===== config.mk =====
export PLATFORM = sky130hd
export DESIGN_NAME = traffic_light_monitor
export DESIGN_NICKNAME = d
export VERILOG_FILES = /design/src/rtl/traffic_light_monitor.sv
export SDC_FILE = /design/constraint.sdc
export NUM_CORES = 1
export LEC_CHECK = 0
export ABC_CLOCK_PERIOD_IN_PS = 9100
export CAP_MARGIN = 15
export CORE_AREA = 5 5 130 132
export DETAILED_ROUTE_END_ITERATION = 12
export DIE_AREA = 0 0 135 137
export MAX_ROUTING_LAYER = met4
export PLACE_DENSITY = 0.45
export SLEW_MARGIN = 5
export SYNTH_ARGS = -nofsm -noshare
export SYNTH_HDL_FRONTEND = slang
export SYNTH_SLANG_ARGS = --single-unit
export TNS_END_PERCENT = 1

===== constraint.sdc =====
create_clock -name clk -period 9.1 [get_ports clk]
set_input_delay 1.82 -clock clk [delete_from_list [all_inputs] [get_ports clk]]
set_output_delay 1.82 -clock clk [all_outputs]
set_load 0.05 [all_outputs]

===== src/rtl/traffic_light_monitor.sv =====
// Passive checker on four junction light buses: latches the first fault, counts faulting cycles.
// Latency: faults are flagged on the same edge that samples the offending lights. Backpressure: none.
// TLM_SAFE_OVERRIDE_EN adds force_red, held high in SYNC and while a fault is latched.
module traffic_light_monitor #(
    parameter int CNT_W      = 8,
    parameter int MIN_YELLOW = 3,
    parameter int MAX_YELLOW = 5,
    parameter int MAX_GREEN  = 10,
    parameter int MAX_RED    = 30
) (
    input  logic             clk,
    input  logic             rst,
    input  logic [2:0]       light_M1,
    input  logic [2:0]       light_M2,
    input  logic [2:0]       light_MT,
    input  logic [2:0]       light_S,
    input  logic             clr_fault,
    output logic             armed,
    output logic             fault,
    output logic [2:0]       fault_code,
    output logic [1:0]       fault_road,
    output logic [CNT_W-1:0] fault_count
`ifdef TLM_SAFE_OVERRIDE_EN
    ,
    output logic             force_red
`endif
);

    localparam logic [2:0] LT_R = 3'b100;
    localparam logic [2:0] LT_Y = 3'b010;
    localparam logic [2:0] LT_G = 3'b001;

    localparam logic [2:0] C_NONE   = 3'd0;
    localparam logic [2:0] C_ENC    = 3'd1;
    localparam logic [2:0] C_CONF   = 3'd2;
    localparam logic [2:0] C_SEQ    = 3'd3;
    localparam logic [2:0] C_YSHORT = 3'd4;
    localparam logic [2:0] C_YLONG  = 3'd5;
    localparam logic [2:0] C_GLONG  = 3'd6;
    localparam logic [2:0] C_STARVE = 3'd7;

    localparam logic [1:0] ST_SYNC  = 2'd0;
    localparam logic [1:0] ST_ARMED = 2'd1;
    localparam logic [1:0] ST_FAULT = 2'd2;

    localparam logic [CNT_W-1:0] CNT_ONE  = CNT_W'(1);
    localparam logic [CNT_W-1:0] CNT_MAX  = {CNT_W{1'b1}};
    localparam logic [CNT_W-1:0] MIN_Y_C  = CNT_W'(MIN_YELLOW);
    localparam logic [CNT_W-1:0] MAX_Y_C  = CNT_W'(MAX_YELLOW);
    localparam logic [CNT_W-1:0] MAX_G_C  = CNT_W'(MAX_GREEN);
    localparam logic [CNT_W-1:0] MAX_R_C  = CNT_W'(MAX_RED);

    function automatic logic is_legal(input logic [2:0] l);
        return (l == LT_R) || (l == LT_Y) || (l == LT_G);
    endfunction

    function automatic logic step_ok(input logic [2:0] p, input logic [2:0] c);
        return (p == c) || (p == LT_R && c == LT_G) || (p == LT_G && c == LT_Y) ||
               (p == LT_Y && c == LT_R);
    endfunction

    logic [1:0]                  state_q;
    logic [3:0][2:0]             cur;
    logic [3:0][2:0]             prev_q;
    logic [3:0][CNT_W-1:0]       cnt_q;
    logic [3:0]                  partial_q;
    logic [3:0][2:0]             road_code;
    logic [2:0]                  best_code;
    logic [1:0]                  best_road;
    logic                        s_conflict;
    logic                        mt_conflict;
    logic                        all_legal;
    logic                        checking;
    logic                        fault_any;

    // Index 0..3 follows the tie-break order M1, M2, MT, S.
    assign cur = {light_S, light_MT, light_M2, light_M1};

    assign s_conflict  = (cur[3] != LT_R) &&
                         ((cur[0] != LT_R) || (cur[1] != LT_R) || (cur[2] != LT_R));
    assign mt_conflict = (cur[2] == LT_G) && (cur[1] == LT_G);
    assign all_legal   = is_legal(cur[0]) && is_legal(cur[1]) &&
                         is_legal(cur[2]) && is_legal(cur[3]);
    assign checking    = (state_q != ST_SYNC);

    always_comb begin
        for (int r = 0; r < 4; r++) begin
            road_code[r] = C_NONE;
            if (!is_legal(cur[r])) begin
                road_code[r] = C_ENC;
            end else if ((r == 3 && s_conflict) || (r == 2 && mt_conflict)) begin
                road_code[r] = C_CONF;
            // An illegal previous sample has no defined phase, so order is not judged against it.
            end else if (is_legal(prev_q[r]) && !step_ok(prev_q[r], cur[r])) begin
                road_code[r] = C_SEQ;
            end else if (prev_q[r] == LT_Y && cur[r] == LT_R &&
                         cnt_q[r] < MIN_Y_C && !partial_q[r]) begin
                road_code[r] = C_YSHORT;
            end else if (prev_q[r] == cur[r] && cur[r] == LT_Y && cnt_q[r] >= MAX_Y_C) begin
                road_code[r] = C_YLONG;
            end else if (prev_q[r] == cur[r] && cur[r] == LT_G && cnt_q[r] >= MAX_G_C) begin
                road_code[r] = C_GLONG;
            end else if (prev_q[r] == cur[r] && cur[r] == LT_R && cnt_q[r] >= MAX_R_C) begin
                road_code[r] = C_STARVE;
            end
        end
    end

    always_comb begin
        best_code = C_NONE;
        best_road = 2'd0;
        for (int r = 0; r < 4; r++) begin
            if (road_code[r] != C_NONE && (best_code == C_NONE || road_code[r] < best_code)) begin
                best_code = road_code[r];
                best_road = 2'(r);
            end
        end
    end

    assign fault_any = checking && (best_code != C_NONE);

    // While unsynchronised every road restarts as a partial phase of length 1.
    always_ff @(posedge clk or posedge rst) begin
        if (rst) begin
            prev_q    <= '0;
            cnt_q     <= '0;
            partial_q <= '0;
        end else begin
            for (int r = 0; r < 4; r++) begin
                prev_q[r] <= cur[r];
                if (!checking) begin
                    cnt_q[r]     <= CNT_ONE;
                    partial_q[r] <= 1'b1;
                end else if (cur[r] != prev_q[r]) begin
                    cnt_q[r]     <= CNT_ONE;
                    partial_q[r] <= 1'b0;
                end else if (cnt_q[r] != CNT_MAX) begin
                    cnt_q[r] <= cnt_q[r] + CNT_ONE;
                end
            end
        end
    end

    always_ff @(posedge clk or posedge rst) begin
        if (rst) begin
            state_q     <= ST_SYNC;
            fault_code  <= C_NONE;
            fault_road  <= 2'd0;
            fault_count <= '0;
        end else begin
            if (fault_any && fault_count != CNT_MAX) begin
                fault_count <= fault_count + CNT_ONE;
            end
            case (state_q)
                ST_SYNC: begin
                    if (all_legal) begin
                        state_q <= ST_ARMED;
                    end
                end
                ST_ARMED: begin
                    if (fault_any) begin
                        state_q    <= ST_FAULT;
                        fault_code <= best_code;
                        fault_road <= best_road;
                    end
                end
                ST_FAULT: begin
                    // A fault arriving with the clear is captured fresh rather than dropped.
                    if (clr_fault) begin
                        if (fault_any) begin
                            fault_code <= best_code;
                            fault_road <= best_road;
                        end else begin
                            state_q    <= ST_ARMED;
                            fault_code <= C_NONE;
                            fault_road <= 2'd0;
                        end
                    end
                end
                default: state_q <= ST_SYNC;
            endcase
        end
    end

    assign armed = (state_q != ST_SYNC);
    assign fault = (state_q == ST_FAULT);

`ifdef TLM_SAFE_OVERRIDE_EN
    assign force_red = (state_q == ST_FAULT) || (state_q == ST_SYNC);
`endif

endmodule


==> results.md, run 1 <==
- Distinct cells, synth: 73
- Core Rows: 46
- Max Clock Skew: ~0.0052 ns
- P_sw: 0.382 mW
- Starting DRC count in detailed routing: 160
- Max stage delay on crit path: 0.65 ns
- Syn Inst Count: 528
- Drt pass-1 iters: 5
- Post-synthesis area per instance: 8.68 sq um
- #FFs+latches synth: 63
- Hpwl dp: approximately 8300 microns
- Port buffer count: 29
- Root Buffer: clkbuf_16
- CP Capture Type: flop
- Largest net degree at the start of global routing: between 60 and 70
- P_leak: 2.17 nW
- Hold depth: 2
- Register area share after synthesis: 34.4%
- Req. time, crit path: 9.34 ns
- Slew HR: a little over two fifths
- Crit Path Class: primary input to flop
- Hold Crit Start: partial_q[2]
- Slowest cell on crit path: clkdlybuf4s50_1
- Vias: between 3k and 4k
- DRC: 0
- Routed length per instance: 14.5 microns
- CTS tree: yes
- Post-synth EDFFs: 0
- Vias per cell: roughly 5
- Worst Setup Start Kind: primary input
- CTS Hold Bufs: 0
- Global-route wire length before repair: 19400 microns
- Synth Flop Type: dfrtp_1
- Postcts setup bufs: 0
- Max-slew violation count: 0
- GPL Wtd Cong: approximately 0.85
- Dpl cell area: between 0.005 and 0.006 sq mm
- Die area: ~0.018 sq mm
- Max IR drop VDD: 0.132 mV
- Crit path max fanout: 9
- Int Pwr: ~0.63 mW
- Worst Reg-to-Reg Cells: 25
- Worst Hold Class: flop to flop
- YS warnings: 0
- Clock power share: 31.5%
- Achievable clock frequency: approximately 0.13 GHz
- Final Hold Fails: 0
- Initial antenna violation count: 0
- H-tree levels: 3
- Worst-skew pair later-pin latency: ~0.34 ns
- Async S/R FF share, synth: 100%
- Core Region: 0.0156 sq mm
- Total GRT Usage: between 10% and 20%
- CP Data Arrival Time: approximately 8 ns
- Post-CTS sizing: 0
- Grt ovf: 0
- Maxcap violations: 0
- Antenna-violating nets left: 0
- Reg2Reg Launch Point: cnt_q[0]
- CTS Buffer Depth: 2
- Clk slew on worst S/H paths: around 0.05 ns
- Die Width: approximately 140 microns
- Layout cells sized above 1: approximately 6.6%
- Worst reg-to-reg setup slack: 2.70 ns
- Post-Route WL: between 10000 and 15000 microns
- Starting density of the core: 29.4%
- Status: completed
- Crit Reg-Reg Endpoint: fault_code[2]
- Layout Area Growth over Synthesis: 17.1%
- Tcrit/Tclk final: 86.3%
- N_diodes: 0
- RSZ-0062 raised after global routing: false
- Critical path's top delay family: compound AO/OA/AOI/OAI gates
- Nets: 592
- Number of global-route vias before repair: between 3k and 4k
- Sequential Power Share: a little over a third
- Power per cell area: about 190 mW/mm^2
- CP Buf/Inv Count: 1
- Power share of the combinational group: around a third
- Synthesized cell area: approximately 0.0046 sq mm
- Hold EP: partial_q[2]
- Chip height: ~140 microns
- Fin Setup TNS: 0 ns
- Setup violators final: 0
- Switching part of the total: roughly 38%
- Post-route cell area: roughly 0.0054 sq mm
- Clock tree sinks: 63
- Worst Setup SP: light_M2[2]
- Min cycle time layout: 7.85 ns
- Actual slew at the worst max-slew pin: 0.856 ns
- I/O pin count: 30
- CTS Buf Count: 9
- Mapped Nets: 566
[routing by layer]
metal / vias up / track usage, % / share of wire [%]
li1: 2011 / - / -
met1: 1869 / 17.4 / 48
met2: 48 / 21.3 / 47
met3: 10 / 2.83 / 3.1
met4: 0 / 4.37 / 1.5
met5: - / - / 0
[state kept, by name, indices dropped and copies added, names as in the netlist]
register / cells
cnt_q: 32
prev_q: 12
fault_count: 8
partial_q: 4
fault_code: 3
fault_road: 2
state_q: 2
[cells in the mapped netlist, drive strengths merged (5+ instances only)]
library cell | number | area (sq um)
dfrtp | 63 | 1580
nor2 | 56 | 210
nand2 | 43 | 161
inv | 24 | 90.1
nand3 | 24 | 120
nor3 | 24 | 125
ha | 23 | 288
nand4 | 22 | 138
xor2 | 22 | 193
o21ai | 21 | 109
a21oi | 20 | 100
xnor2 | 19 | 166
and3 | 15 | 93.8
clkbuf | 12 | 45.0
a31oi | 11 | 68.8
nor3b | 10 | 75.1
nand2b | 8 | 50.1
o22ai | 6 | 37.5
or3 | 6 | 42.5
or4 | 6 | 45.0
a211oi | 5 | 42.5
a21boi | 5 | 41.3
a21o | 5 | 37.5
o211ai | 5 | 42.5
o31a | 5 | 43.8
[stage by stage]
step | hold slack, ns | util (%) | setup slack (ns) | cells | power (mW)
3_5_place_dp | 0.475 | 32.6 | 0.977 | 759 | 0.705
6_report | 0.482 | 34.4 | 1.25 | 775 | 1.02
2_1_floorplan | 0.440 | - | 2.20 | 528 | 0.595
3_3_place_gp | 0.472 | 32.6 | 0.982 | 759 | 0.705
4_1_cts | 0.487 | 34.4 | 1.32 | 775 | 1.04
5_1_grt | 0.512 | 34.4 | 0.656 | 775 | 1.08
[worst register-to-register path, delay by kind of cell, from the launching register on]
family,cells,cell delay (ns)
fa+ha+maj,4,1.11
buf+inv,1,0.11
compound gates,15,3.48
flops,1,0.47
simple gates,5,1.12
[layout by cell type, fill, tap and decap left out, types with 9 or more instances in the layout]
cell type,netlist,layout
inv_1,24,23
a31oi_1,11,11
xnor2_1,19,19
clkbuf_16,0,9
o21ai_0,18,18
ha_1,23,23
nor2_1,56,56
clkdlybuf4s50_1,0,29
nor3b_1,10,10
dfrtp_1,63,63
nand4_1,22,22
nand2_1,43,43
xor2_1,22,22
nor3_1,23,23
and3_1,15,15
a21oi_1,20,20
nand3_1,24,24
[worst max-delay path by stage]
stage                    end  slack [ns]  cells after the start
2_1_floorplan  fault_code[2]        2.20                     25
3_3_place_gp   fault_code[2]        0.98                     25
3_5_place_dp   fault_code[2]        0.98                     25
4_1_cts        fault_code[2]        1.32                     25
5_1_grt        fault_code[2]        0.66                     25
6_report       fault_code[2]        1.25                     25
[power groups by stage]
stage,Sequential [mW],Clock [mW],Combinational [mW]
2_1_floorplan,0.418,0,0.177
3_3_place_gp,0.357,0,0.348
3_5_place_dp,0.358,0,0.347
4_1_cts,0.353,0.335,0.349
5_1_grt,0.359,0.348,0.377
6_report,0.352,0.320,0.344
[logic make-up after synthesis]
kind of cell	Yosys count	synth area share (%)
buffers and inverters	39	3.28
AO/OA/AOI/OAI	122	20.3
adder cells (fa/ha/maj)	23	6.28
AND/OR/NAND/NOR	237	27.3
XOR/XNOR	41	7.83
flip-flops	63	34.4
multiplexers	3	0.682
[area by class of cell]
class / count / area, sq um
clock buffers: 12 / 256
clock inverters: 4 / 20.0
fillers: 1623 / 10200
inverters: 24 / 90.1
multi-input cells: 426 / 2860
flip-flops and latches: 63 / 1580
well taps: 216 / 270
repair buffers: 30 / 298
Note: power is estimated with default switching activity, not from simulation.
==> run 2, diff against run 1 <==
CORE_AREA = 5 5 94 96   (was 5 5 130 132)
DIE_AREA = 0 0 99 101   (was 0 0 135 137)
PLACE_DENSITY = 0.78   (was 0.45)
==> run 2 against run 1 <==
Effect of this change: total power fell by 11%; critical endpoint unchanged; largest power group unchanged; clock-buffer cell count rose by 2; worst hold slack barely moved; routed wire length fell by 8.1%; via count rose by 3.3%; first-iteration DRC count rose by 31%.
==> results.md, run 2 (same netlist as run 1, synthesis figures left out) <==
- CTS Hold Bufs: 0 (unchanged)
- GPL Wtd Cong: 1.05 (+23%)
- Largest net degree at the start of global routing: 41 (-36%)
- Drt pass-1 iters: 6 (+1)
- CP Buf/Inv Count: 1 (unchanged)
- Die area: 0.0100 sq mm (-46%)
- RSZ-0062 raised after global routing: false
- Achievable clock frequency: 0.128 GHz (+0.77%)
- Slew HR: 51.3% (+8.3 points)
- DRC: 0 (unchanged)
- Clk slew on worst S/H paths: 0.07 ns (+0.02 ns)
- Nets: 592 (unchanged)
- Maxcap violations: 0 (unchanged)
- Core Region: 0.00797 sq mm (-49%)
- WHS: 0.482 ns (+0.0000260 ns)
- Crit Path Class: primary input to flop
- Largest Register: cnt_q
- Max-slew violation count: 0 (unchanged)
- Layout cells sized above 1: 5.91% (-0.70 points)
- CTS Buf Count: 9 (unchanged)
- Req. time, crit path: 9.35 ns (about the same)
- Vias: 4068 (+3.3%)
- Min cycle time layout: 7.79 ns (-0.0597 ns)
- Root Buffer: clkbuf_8
- Inst Count DP: 648 (-15%)
- Setup violators final: 0 (unchanged)
- H-tree levels: 3 (unchanged)
- Initial antenna violation count: 0 (unchanged)
- Critical path's top delay family: compound AO/OA/AOI/OAI gates
- Core Rows: 33 (-28%)
- Postcts setup bufs: 0 (unchanged)
- Layout Area Growth over Synthesis: 11.5%
- Hpwl dp: 7510 microns (-9.3%)
- Starting density of the core: 57.5% (+28 points)
- Post-Route WL: 10300 microns (-8.1%)
- Worst Setup Start Kind: primary input
- CP Data Arrival Time: 8.04 ns (-0.05 ns)
- Total GRT Usage: 22.4% (+8.9 points)
- Worst-skew pair later-pin latency: 0.34 ns (about the same)
- Vias per cell: 6.14 (+21%)
- Power per cell area: 177 mW/mm^2 (-6.5%)
- Largest regs: cnt_q (32), prev_q (12), fault_count (8)
- Die Width: 99 microns (-27%)
- Post-CTS sizing: 0 (unchanged)
- Tcrit/Tclk final: 85.6% (-0.66 points)
- Total power: 0.904 mW (-11%)
- Commonest non-fill, non-tap cell in the layout: dfrtp_1
- Post-route cell area: 0.00511 sq mm (-4.8%)
- Global-route wire length before repair: 18000 microns (-7.4%)
- Finished Layout Cells: 663 (-14%)
- Dpl cell area: 0.00495 sq mm (-2.7%)
- Slowest cell on crit path: clkdlybuf4s50_1
- Max reg flops: 32 (unchanged)
- Clock tree sinks: 63 (unchanged)
- Chip height: 101 microns (-26%)
- CTS Buffer Depth: 2 (unchanged)
- Status: completed
- CP Capture Type: flop
- Most frequent cells in the layout: 63 x dfrtp_1, 56 x nor2_1, 43 x nand2_1
- Max stage delay on crit path: 0.58 ns (-0.07 ns)
- Max IR drop VDD: 0.110 mV (-17%)
- Port buffer count: 29 (unchanged)
- Grt ovf: 0 (unchanged)
- Actual slew at the worst max-slew pin: 0.729 ns (-0.127 ns)
- P_leak: 2.11 nW (-2.8%)
- Max Clock Skew: 0.00977 ns (+0.00461 ns)
- CTS tree: yes
- Routed length per instance: 15.6 microns (+7.5%)
- Number of global-route vias before repair: 3917 (+1.5%)
- Worst Hold Class: flop to flop
- Filler Cell Count: 673 (-59%)
- Antenna-violating nets left: 0 (unchanged)
- Final Hold Fails: 0 (unchanged)
- Crit path max fanout: 10 (+1)
- N_diodes: 0 (unchanged)
- I/O pin count: 30 (unchanged)
- Fin Setup TNS: 0 ns (unchanged)
- Starting DRC count in detailed routing: 210 (+31%)
## run 2: per-stage QoR
step           util, %  worst slack, ns
3_5_place_dp      62.2             1.09
6_report          64.1             1.31
5_1_grt           64.1            0.809
4_1_cts           64.1             1.42
2_1_floorplan        -             2.20
3_3_place_gp      62.2             1.35
## run 2: report_power, final
part	internal, mW	total [mW]	switching (mW)	leakage, nW
Combinational	0.122	0.346	0.224	1.23
Sequential	0.315	0.351	0.0360	0.798
Clock	0.105	0.207	0.102	0.0805
Total	0.542	0.904	0.362	2.11
## run 2: worst paths after layout
kind                         startpoint             to  slack (ns)  cells past startpoint
min reg2reg                partial_q[3]   partial_q[3]        0.48                      2
max                         light_M2[0]  fault_code[2]        1.31                     25
max in group asynchronous           rst      cnt_q[11]        6.38                      3
min in group asynchronous           rst   partial_q[3]        1.83                      2
min                        partial_q[3]   partial_q[3]        0.48                      2
max reg2reg                    cnt_q[0]  fault_code[2]        2.75                     25
## run 2: routing by layer
metal,vias up,GRT usage [%],wire [microns]
met2,122,35.6,5000
li1,1999,-,-
met4,0,6.41,85
met5,-,-,0
met3,10,5.33,536
met1,1937,28.7,4710
## run 2: area by class of cell
class	count	area (sq um)	share of cell area, %
inverter	24	90.1	1.76
multi-input combinational	426	2860	55.9
clock buffer	14	153	2.99
tap	105	131	2.57
timing repair buffer	30	298	5.83
clock inverter	1	5.00	0.0979
sequential	63	1580	30.8
## run 2: tightest hold or removal path, delay by kind of cell (launching register included)
family        cells  cell delay [ns]
simple gates      2             0.11
flops             1             0.35
==> run 3, diff against run 2 <==
ABC_CLOCK_PERIOD_IN_PS = 6300   (was 9100)
CORE_AREA = 5 5 128 130   (was 5 5 94 96)
DIE_AREA = 0 0 133 135   (was 0 0 99 101)
PLACE_DENSITY = 0.47   (was 0.78)
REMOVE_ABC_BUFFERS = 1   (was not set)
clock period = 6.3 ns   (was 9.1 ns; I/O delays follow)
==> run 3 against run 2 <==
Effect of this change: die area rose by 80%; global-route usage fell by 8.6 points; sequential share of layout area fell by 4.0 points; final cell count rose by 20%; design area rose by 15%; largest cell class unchanged; highest routed layer unchanged.
==> results.md, run 3 (same netlist as run 1, synthesis figures left out) <==
- Status: completed
- Max reg flops: 32 (unchanged)
- Setup violators final: 0 (unchanged)
- Max IR drop VDD: 0.196 mV (+78%)
- Req. time, crit path: 6.52 ns (-2.83 ns)
- H-tree levels: 3 (unchanged)
- Max Clock Skew: 0.00743 ns (-0.00234 ns)
- Worst-skew pair later-pin latency: 0.34 ns (about the same)
- Min cycle time layout: between 6 and 7 ns
- Power per cell area: 268 mW/mm^2 (+51%)
- Final Hold Fails: 0 (unchanged)
- Post-layout util: 39.1% (-25 points)
- Most frequent cells in the layout: 63 x dfrtp_1, 55 x nor2_1, 53 x buf_4
- CTS Buffer Depth: 2 (unchanged)
- Core Rows: 45 (+36%)
- DRC: 0 (unchanged)
- Starting DRC count in detailed routing: 192 (-8.6%)
- Die area: 0.0180 sq mm (+80%)
- Vias: 4212 (+3.5%)
- I/O pin count: 30 (unchanged)
- Tcrit/Tclk final: just under 100%
- Initial antenna violation count: 0 (unchanged)
- Slowest cell on crit path: clkdlybuf4s50_1
- CP Cell Sequence: clkdlybuf4s50_1 -> or3b_4 -> or4_4 -> nor3_2 -> a31oi_1 -> nand2_1 -> ha_1 -> a21o_1 -> or3_4 -> a21oi_2 -> o21a_1 -> ha_1 -> o21ai_2 -> nor2b_1 -> nor2_1 -> a22o_1 -> a311oi_4 -> buf_4 -> nor2_1 -> o21ai_0 -> o21ai_0 -> a31o_1
- Routed length per instance: 14.5 microns (-6.7%)
- Layout Area Growth over Synthesis: 28.2%
- Layout cells sized above 1: 17.9% (+12 points)
- Largest net degree at the start of global routing: 64 (+56%)
- Maxcap violations: 0 (unchanged)
- CP Buf/Inv Count: 2 (+1)
- Slew HR: 42.4% (-8.9 points)
- CP Data Arrival Time: 6.33 ns (-1.71 ns)
- Achievable clock frequency: ~0.16 GHz
- Critical path's top delay family: compound AO/OA/AOI/OAI gates
- Fin Setup TNS: 0 ns (unchanged)
- Grt ovf: 0 (unchanged)
- CP Capture Type: flop
- Core Region: 0.0150 sq mm (+89%)
- Worst reg-to-reg setup slack: 0.69 ns (-2.06 ns)
- Largest Register: cnt_q
- Total power: 1.57 mW (+74%)
- Vias per cell: 5.28 (-14%)
- Actual slew at the worst max-slew pin: 0.857 ns (+0.128 ns)
- Clk slew on worst S/H paths: 0.05 ns (-0.02 ns)
- CTS Buf Count: 9 (unchanged)
- Largest regs: cnt_q (32), prev_q (12), fault_count (8)
- Commonest non-fill, non-tap cell in the layout: dfrtp_1
- Global-route wire length before repair: 19800 microns (+10%)
- Max stage delay on crit path: 0.46 ns (-0.12 ns)
- Root Buffer: clkbuf_16
- Max-slew violation count: 0 (unchanged)
- Die Width: 133 microns (+34%)
- Drt pass-1 iters: 4 (-2)
- CTS tree: yes
- GPL Wtd Cong: 0.838 (-20%)
- Number of global-route vias before repair: 4175 (+6.6%)
- Starting density of the core: 30.5% (-27 points)
- Clock tree sinks: 63 (unchanged)
- Hpwl dp: 8550 microns (+14%)
- Worst Setup Start Kind: primary input
- Post-Route WL: 11600 microns (+12%)
- Crit path max fanout: 4 (-6)
- Total GRT Usage: 13.8% (-8.6 points)
- P_leak: 2.47 nW (+17%)
- Nets: 644 (+8.8%)
- N_diodes: 0 (unchanged)
- Port buffer count: 29 (unchanged)
- Chip height: 135 microns (+34%)
- Worst Hold Class: flop to flop
- Antenna-violating nets left: 0 (unchanged)
- Worst slack, placed: -0.320 ns (-1.41 ns)
- Crit Path Class: primary input to flop
- WHS: 0.476 ns (-0.00595 ns)
- Fin worst setup slack: 0.192 ns (-1.12 ns)
- CTS Hold Bufs: 0 (unchanged)
## run 3: cell type report
type / count / area [sq um]
clock buffer: 12 / 256
timing repair buffer: 82 / 691
sequential: 63 / 1580
tap: 188 / 235
multi-input combinational: 426 / 2990
clock inverter: 3 / 42.5
inverter: 24 / 90.1
fill: 1531 / 9150
## run 3: worst register-to-register path, stage by stage (launching register included)
cell	delay, ns
dfrtp_1	0.49
inv_1	0.11
ha_1	0.22
o31a_1	0.24
or3_1	0.32
a31o_1	0.27
a311oi_4	0.34
ha_1	0.31
a21o_1	0.22
or3_4	0.40
a21oi_2	0.14
o21a_1	0.17
ha_1	0.25
o21ai_2	0.13
nor2b_1	0.28
nor2_1	0.07
a22o_1	0.26
a311oi_4	0.33
buf_4	0.19
nor2_1	0.07
o21ai_0	0.28
o21ai_0	0.19
a31o_1	0.23
## run 3: path summary, 6_finish.rpt
kind | depth (start not counted) | end | from
max reg2reg | 22 | fault_code[1] | cnt_q[0]
min reg2reg | 2 | partial_q[1] | partial_q[1]
max | 22 | fault_code[1] | light_M2[2]
min in group asynchronous | 3 | prev_q[11] | rst
max in group asynchronous | 3 | cnt_q[13] | rst
min | 2 | partial_q[1] | partial_q[1]
## run 3: stage by stage
step / cell area (sq um) / cells
after global placement: 5430 / 781
after detailed placement: 5430 / 781
after global routing: 5880 / 798
after CTS: 5730 / 796
final: 5880 / 798
after floorplan: 4520 / 513
## run 3: repair_timing
| item | in CTS | in global routing |
|---|---|---|
| buffers inserted | 0 | 2 |
| setup endpoints to repair | 0 | 13 |
| gates resized for setup | 0 | 29 |
| hold endpoints to repair | 0 | 0 |
## run 3: metal layers
metal	global-route usage, %	routed length (microns)	up-vias
met5	-	0	-
met4	5.77	252	0
met3	3.28	390	21
met2	21.8	5420	62
met1	17.0	5550	2012
li1	-	-	2117
## run 3: power by group
group | internal [mW] | switching [mW] | leakage (nW) | total (mW)
sequential | 0.456 | 0.0518 | 0.798 | 0.508
combinational | 0.222 | 0.341 | 1.52 | 0.562
clock | 0.325 | 0.178 | 0.145 | 0.503
total | 1.00 | 0.571 | 2.47 | 1.57
